`config.mk`:
```
export PLATFORM = sky130hd
export DESIGN_NAME = seg7_digit_decode
export DESIGN_NICKNAME = d
export VERILOG_FILES = /design/src/rtl/seg7_pkg.sv /design/src/rtl/seg7_digit_decode.sv
export SDC_FILE = /design/constraint.sdc
export NUM_CORES = 1
export LEC_CHECK = 0
export CORE_AREA = 2 2 39 41
export DETAILED_ROUTE_END_ITERATION = 16
export DIE_AREA = 0 0 41 43
export PLACE_DENSITY = 0.88
export SYNTH_ARGS = -nofsm -noshare
export SYNTH_HDL_FRONTEND = slang
export SYNTH_SLANG_ARGS = --single-unit
```
`constraint.sdc`:
```
create_clock -name vclk -period 1.6
set_clock_uncertainty 0.05 [all_clocks]
set_input_delay 0.16 -clock vclk [all_inputs]
set_output_delay 0.16 -clock vclk [all_outputs]
set_load 0.02 [all_outputs]
```
`src/rtl/seg7_pkg.sv`:
```
`default_nettype none
// ============================================================================
// Module  : seg7_pkg
// Brief   : Shared constants and types for the seven-segment readback checker.
//           Segment constants are active-high abcdefg (bit 0 = segment a).
// Revision: 1.0 - initial release
// ============================================================================
package seg7_pkg;

   localparam logic [6:0] SEG_0     = 7'h3F;
   localparam logic [6:0] SEG_1     = 7'h06;
   localparam logic [6:0] SEG_2     = 7'h5B;
   localparam logic [6:0] SEG_3     = 7'h4F;
   localparam logic [6:0] SEG_4     = 7'h66;
   localparam logic [6:0] SEG_5     = 7'h6D;
   localparam logic [6:0] SEG_6     = 7'h7D;
   localparam logic [6:0] SEG_7     = 7'h07;
   localparam logic [6:0] SEG_8     = 7'h7F;
   localparam logic [6:0] SEG_9     = 7'h6F;
   localparam logic [6:0] SEG_A     = 7'h77;
   localparam logic [6:0] SEG_B     = 7'h7C;
   localparam logic [6:0] SEG_C     = 7'h39;
   localparam logic [6:0] SEG_D     = 7'h5E;
   localparam logic [6:0] SEG_E     = 7'h79;
   localparam logic [6:0] SEG_F     = 7'h71;
   localparam logic [6:0] SEG_BLANK = 7'h00;

   // Settle tracker states: idle, counting stable samples, pattern already published
   typedef enum logic [1:0] {
      WAIT   = 2'd0,
      SETTLE = 2'd1,
      HELD   = 2'd2
   } seg7_state_t;

endpackage : seg7_pkg
`default_nettype wire

```
`src/rtl/seg7_digit_decode.sv`:
```
`default_nettype none
// ============================================================================
// Module  : seg7_digit_decode
// Brief   : Combinational decode of one 7-bit segment pattern into a hex
//           digit plus a legal flag. Inverts the pattern first when the
//           display is active-low. Blank and unlisted patterns are illegal.
// Revision: 1.0 - initial release
// ============================================================================
module seg7_digit_decode
   import seg7_pkg::*;
(
   input  logic [6:0] i_seg,
   input  logic       i_active_low,
   output logic [3:0] o_digit,
   output logic       o_legal
);

   logic [6:0] w_pat;

   assign w_pat = i_active_low ? ~i_seg : i_seg;

   // Pattern lookup; anything outside the sixteen glyphs is flagged illegal
   always_comb begin
      o_digit = 4'h0;
      o_legal = 1'b1;
      case (w_pat)
         SEG_0:   o_digit = 4'h0;
         SEG_1:   o_digit = 4'h1;
         SEG_2:   o_digit = 4'h2;
         SEG_3:   o_digit = 4'h3;
         SEG_4:   o_digit = 4'h4;
         SEG_5:   o_digit = 4'h5;
         SEG_6:   o_digit = 4'h6;
         SEG_7:   o_digit = 4'h7;
         SEG_8:   o_digit = 4'h8;
         SEG_9:   o_digit = 4'h9;
         SEG_A:   o_digit = 4'hA;
         SEG_B:   o_digit = 4'hB;
         SEG_C:   o_digit = 4'hC;
         SEG_D:   o_digit = 4'hD;
         SEG_E:   o_digit = 4'hE;
         SEG_F:   o_digit = 4'hF;
         default: o_legal = 1'b0;
      endcase
   end

endmodule : seg7_digit_decode
`default_nettype wire

```
* After elaboration in Yosys (flattened, before gate mapping) *
Index checks and enable logic that the tools add are counted.

word-level totals
  register bits = 0
  output and inout bits = 5
  logic and storage cells = 21
  bits of input ports = 8

operators by class
  mux-type cells = 3
  reductions and logical operators = 1
  eq/ne operators = 16
  bitwise operators = 1

operators by type and width
  kind                                                                   number
  7-bit equality test, second input constant                             12
  4-bit one-hot mux with 15 select lines                                 1
  16-bit OR reduction                                                    1
  7-bit by 3-bit equality test with 1-bit output, second input constant  2
  7-bit by 6-bit equality test with 1-bit output, second input constant  2
  7-bit 2-to-1 mux                                                       1
  7-bit inverter                                                         1
  1-bit 2-to-1 mux                                                       1

* Depth between registers and ports, before layout *
Gate-level depths: netlist of run 1.

  depth in word-level cells = 5
  depth in mapped cells = 7
  depth with buffers taken out = 5

* Worst setup path before layout of run 1 *
Ideal clock, no wire load.

  path kind = input port to output port
  start = input i_active_low
  end = output o_digit[1]
  arrival = 1572 ps
  data required time = 1390 ps
  buffers on the path = 2
  setup slack = -182 ps
  stages = 7
  cells stage by stage = buf_6 -> buf_6 -> xnor2_2 -> a21oi_1 -> o21ai_2 -> a21bo_1 -> or4_1

on the way
  cells in the longest elaborated chain, start to end = 3
  elaborated cells between the ends (all ways) = 17
  those cells by class = eq/ne (15); mux (2)

ends and longest elaborated chain
  what                                               line                     RTL
  from (decl)                                        seg7_digit_decode.sv:13  input logic i_active_low,
  7-bit 2-to-1 mux (*)                               seg7_digit_decode.sv:20  assign w_pat = i_active_low ? ~i_seg : i_seg;
  7-bit equality test, or another cell as far along  seg7_digit_decode.sv:26  case (w_pat)
  4-bit one-hot mux with 15 select lines (*)         seg7_digit_decode.sv:26
  to (decl)                                          seg7_digit_decode.sv:14  output logic [3:0] o_digit,

Every way passes the cells marked *; elsewhere a longest branch is shown, timed or not.

* Worst setup path in the final report of run 1 *
  start = input i_active_low
  end = output o_legal

on the way
  cells in the longest elaborated chain, start to end = 4
  elaborated cells between the ends (all ways) = 19
  those cells by class = eq/ne (16); mux (2); reduce/logical (1)

ends and longest elaborated chain
  what                                               line                     RTL
  7-bit 2-to-1 mux (*)                               seg7_digit_decode.sv:20
  7-bit equality test, or another cell as far along  seg7_digit_decode.sv:26
  16-bit OR reduction (no source line) (*)           -
  1-bit 2-to-1 mux (*)                               seg7_digit_decode.sv:26
  to (decl)                                          seg7_digit_decode.sv:15  output logic o_legal

Marks and branches as above.

==> flow_summary.ini, run 1 <==
[power_and_ir_drop]
leakage_nw = 0.440
worst_ir_drop_vdd_v = 0.000119
power.total_uw = 241
p_per_area_nw_per_um2 = 233

[logic_synthesis]
synth.most_common_cell = nand2b_1
yosysWarningCount = 0
synth_xor_area_share_pct = 2.56
syn-num-nets = 90
muxShareOfSynthArea_pct = 8.28
avgSynthCellArea_um2 = 7.74
synth_area_leader_cell = buf_6
synth_top_area_share_pct = 10.7
synth-simple-area-share_pct = 49.5
synth_area_leaders = buf_6 (11%), nand2b_1 (7.9%), o22ai_1 (4.9%)
ys_types = 43
syn_inst = 82
synth-compound-area-share_pct = 27.6
ys_seq_area_share_pct = 0
synth_fa_ha_area_share_pct = 0
synth_commonest_cells = nand2b_1 (8), buf_6 (6), nand2_1 (5), o22ai_1 (5), nor2_1 (4)
synth_area_um2 = 634
synth_top_family_by_area = simple AND/OR/NAND/NOR gates

[layout]
antenna_cells = 0
utilization_pct = 74.7
regArea_um2 = 0
multi_input_area_um2 = 654
drive_gt1_share_pct = 58.1
flops_and_latches = 0
nClkBuffers = 0
fill_cells = 105
syn_to_final_growth_pct = 62.9
final_cells = 133
nets = 127

[timing]
clock.fmax_ghz = 0.515
period_minus_slack_ns = 1.94
finalMaxSlewViolations = 0
fin_ws_ns = -0.343
rsz0062_at_grt = yes
hold_viol = 0
tightest_slew_ns = 0.381
relSlewSlack_pct = 74.5
setup_violations = 5
fin_crit_sh_pct = 121

[critical_path]
startpoint_type = primary input
crit_type = in2out
critPathRequiredTime_ns = 1.39
worst-path-max-fanout = 7
critPathCaptureType = output port
crit_arrival_ns = 1.73

[floorplan]
rows = 14
ios = 13
initial_utilization_pct = 45.8
core_area_um2 = 1380
die_area_um2 = 1760
die_h_um = 43
die_w_um = 41

[global_route]
grt_overflow_total = 0
grt_pass1_wl_um = 3240
grt_start_max_net_pins = 12
grt_pass1_vias = 754
antenna_found_initial = 0
track_usage_pct = 25.6

[run]
maxCapViolations = 0

[worst_hold_path]
hp-class = in2out

[drt]
routed_wirelength_um = 2060
route.vias.total = 778
drt-pass1-iter-count = 4
drt_iter0_drc = 20
avgViaCountPerCell = 5.85
drcViolationCount = 0
post_drt_wl_per_cell_um = 15.5
ant_nets = 0

[status]
status = finished with violations
violations = setup timing

[clock_network]
hold_buffers = 0

[placed_design]
dp_slack_ns = -1.23
dp_cells = 127
gp_congestion = 0.964
portBuffers = 13
dp_hpwl_um = 1420
[logic make-up after synthesis]
logic type | count (synthesis)
mux | 5
buf+inv | 8
xor+xnor | 1
compound gates | 22
simple gates | 46
[layout make-up]
cell class / count / area share [%]
Timing Repair Buffer: 42 / 34.4
Inverter: 1 / 0.363
Multi-Input combinational cell: 74 / 63.3
Tap cell: 16 / 1.94
[path summary, 6_finish.rpt]
kind | cells past startpoint | slack, ns | from | end
setup / recovery | 9 | -0.34 | i_active_low | o_legal
hold / removal | 7 | 0.99 | i_seg[5] | o_digit[2]
[timing repair]
item                                    4_1_cts  5_1_grt
cloned                                        2        0
setup buffers                                 2        2
pin swaps                                    11        9
gates resized for setup                      81        8
endpoints found under the setup margin        5        5
[layout by cell type (no fill, tap or decap), drive strengths merged, types with 2 or more instances in the layout]
| cell | count |
|---|---|
| nor4bb | 2 |
| nor2 | 5 |
| nand2b | 8 |
| or3 | 3 |
| or3b | 3 |
| or4 | 2 |
| a21oi | 2 |
| buf | 41 |
| and4b | 2 |
| nand2 | 5 |
| mux2i | 3 |
| a22oi | 4 |
| nand3b | 4 |
| mux2 | 2 |
| nor3 | 2 |
| or2 | 2 |
| o22ai | 5 |
| o21ai | 3 |
| nor2b | 2 |
[report_power, final]
part	switching, mW	internal (mW)
clock	0	0
sequential	0	0
combinational	0.113	0.128
[per-stage QoR]
| stage | cell area, um2 | hold WS [ns] | TNS, ns |
|---|---|---|---|
| final | 1030 | 0.988 | -1.16 |
| after global placement | 893 | 1.77 | -5.39 |
| after floorplan | 653 | 0.616 | -0.178 |
| after CTS | 973 | 0.971 | -1.22 |
| after detailed placement | 893 | 1.79 | -5.71 |
| after global routing | 1030 | 1.03 | -1.49 |
[critical path, cell delays in order]
cell and delay [ns]:
buf_6 0.10, buf_6 0.12, buf_6 0.12, and2b_1 0.16
mux2i_1 0.18, nor2_2 0.07, or3_1 0.36, or3_4 0.33
buf_6 0.14
[metal layers]
layer / part of all wire [%] / global-route usage, %
met5: 0 / 0
met4: 1.7 / 7.33
met3: 3.5 / 1.05
met2: 53 / 42.2
met1: 42 / 34.4
Power figures use the tool's default switching activity.
==> run 2, diff against run 1 <==
- PLACE_DENSITY: 0.88 -> 0.85
- clock period: 1.6 -> 2.01 ns (I/O delays scaled with it)
==> run 2 against run 1 <==
The flow still finishes with violations (setup timing); sequential cell count did not move; wire length is 11% higher; core utilization grew 0.18 points; largest power group unchanged.
==> flow_summary.ini, run 2 (synthesis gave the netlist of run 1 again) <==
[placed_design]
dp_hpwl_um = 1410
place_area_um2 = 892
gp_congestion = 0.961
dp_cells = 128
portBuffers = 13

[floorplan]
rows = 14
core_area_um2 = 1380
initial_utilization_pct = 45.8
ios = 13
die_w_um = 41
die_h_um = 43
die_area_um2 = 1760

[layout]
nets = 133
mostFrequentLayoutCells = buf_4 (25), buf_6 (13), nand2b_1 (8), buf_2 (6), nand2_1 (5)
fin_area_um2 = 1040
drive_gt1_share_pct = 56.9
flops_and_latches = 0
regArea_um2 = 0
layout_commonest_cell = buf_4
multi_input_area_um2 = 616
syn_to_final_growth_pct = 63.3
final_cells = 139
fill_cells = 97
utilization_pct = 74.9
nClkBuffers = 0
antenna_cells = 0

[drt]
post_drt_wl_per_cell_um = 16.4
route.vias.total = 843
avgViaCountPerCell = 6.06
routed_wirelength_um = 2270
drcViolationCount = 0
ant_nets = 0
drt_iter0_drc = 11
drt-pass1-iter-count = 4

[power_and_ir_drop]
p_per_area_nw_per_um2 = 190
power.total_uw = 197
leakage_nw = 0.465
worst_ir_drop_vdd_v = 0.000122

[global_route]
antenna_found_initial = 0
grt_overflow_total = 0
grt_pass1_wl_um = 3850
grt_pass1_vias = 847
track_usage_pct = 30.2
grt_start_max_net_pins = 11

[worst_hold_path]
hp-class = in2out
worstHoldStart = i_seg[2]
whs_path_depth = 6

[timing]
setup_violations = 2
finalSetupTns_ns = -0.0324
finalMaxSlewViolations = 0
hold_viol = 0
relSlewSlack_pct = 77.5
fin_crit_sh_pct = 101
rsz0062_at_grt = yes
period_minus_slack_ns = 2.03
fin_ws_ns = -0.0178
tightest_slew_ns = 0.337
clock.fmax_ghz = 0.493

[status]
violations = setup timing
status = finished with violations

[critical_path]
max_stage_delay_ns = 0.52
cp_slowest_cell = or4_1
setup.worst_path.start = i_seg[0]
critPathRequiredTime_ns = 1.76
worst-path-max-fanout = 10
crit_type = in2out
startpoint_type = primary input
crit_chain = clkbuf_4 -> or3b_4 -> mux2i_2 -> o21ai_2 -> a21bo_1 -> or4_1 -> buf_6
critPathCaptureType = output port
crit_arrival_ns = 1.78

[run]
maxCapViolations = 0
-- run 2: cell count changes in the layout (fill, tap and decap cells not counted), sizes merged --
cell	delta
clkbuf	+3
clkdlybuf4s15	-1
buf	+4
-- run 2: final cells by class --
class | instances | area share [%]
multi-input cells | 74 | 59.4
repair buffers | 48 | 38.3
well taps | 16 | 1.93
inverters | 1 | 0.362
-- run 2: worst paths after layout --
check / end
worst max-delay path: o_digit[1]
worst min-delay path: o_digit[2]
-- run 2: metrics by stage --
step | setup slack (ns) | hold WS [ns]
2_1_floorplan | 0.146 | 0.698
3_3_place_gp | -0.905 | 1.78
3_5_place_dp | -0.932 | 1.80
4_1_cts | 0.0148 | 1.07
5_1_grt | -0.0659 | 1.03
6_report | -0.0178 | 1.00
-- run 2: what timing repair did --
action	in CTS	in global routing
gates cloned	3	0
hold buffers	0	0
pin swaps	11	2
setup endpoints to repair	5	5
setup buffers	6	2
resized for setup	79	6
-- run 2: power breakdown --
part           switching, mW  leakage, nW  internal, mW
combinational         0.0919        0.465         0.105
sequential                 0            0             0
clock                      0            0             0
total                 0.0919        0.465         0.105
-- run 2: metal layers --
| layer | wire length, um | share of wire, % | track usage [%] |
|---|---|---|---|
| met3 | 99 | 4.4 | 2.62 |
| met4 | 57 | 2.5 | 8.00 |
| met2 | 1230 | 54 | 51.2 |
| met1 | 891 | 39 | 38.5 |
| met5 | 0 | 0 | 0 |
-- run 2: worst max-delay path: cells and delay by family --
family | cells | cell delay, ns
buf+inv | 2 | 0.32
compound gates | 2 | 0.39
mux | 1 | 0.08
simple gates | 2 | 0.78
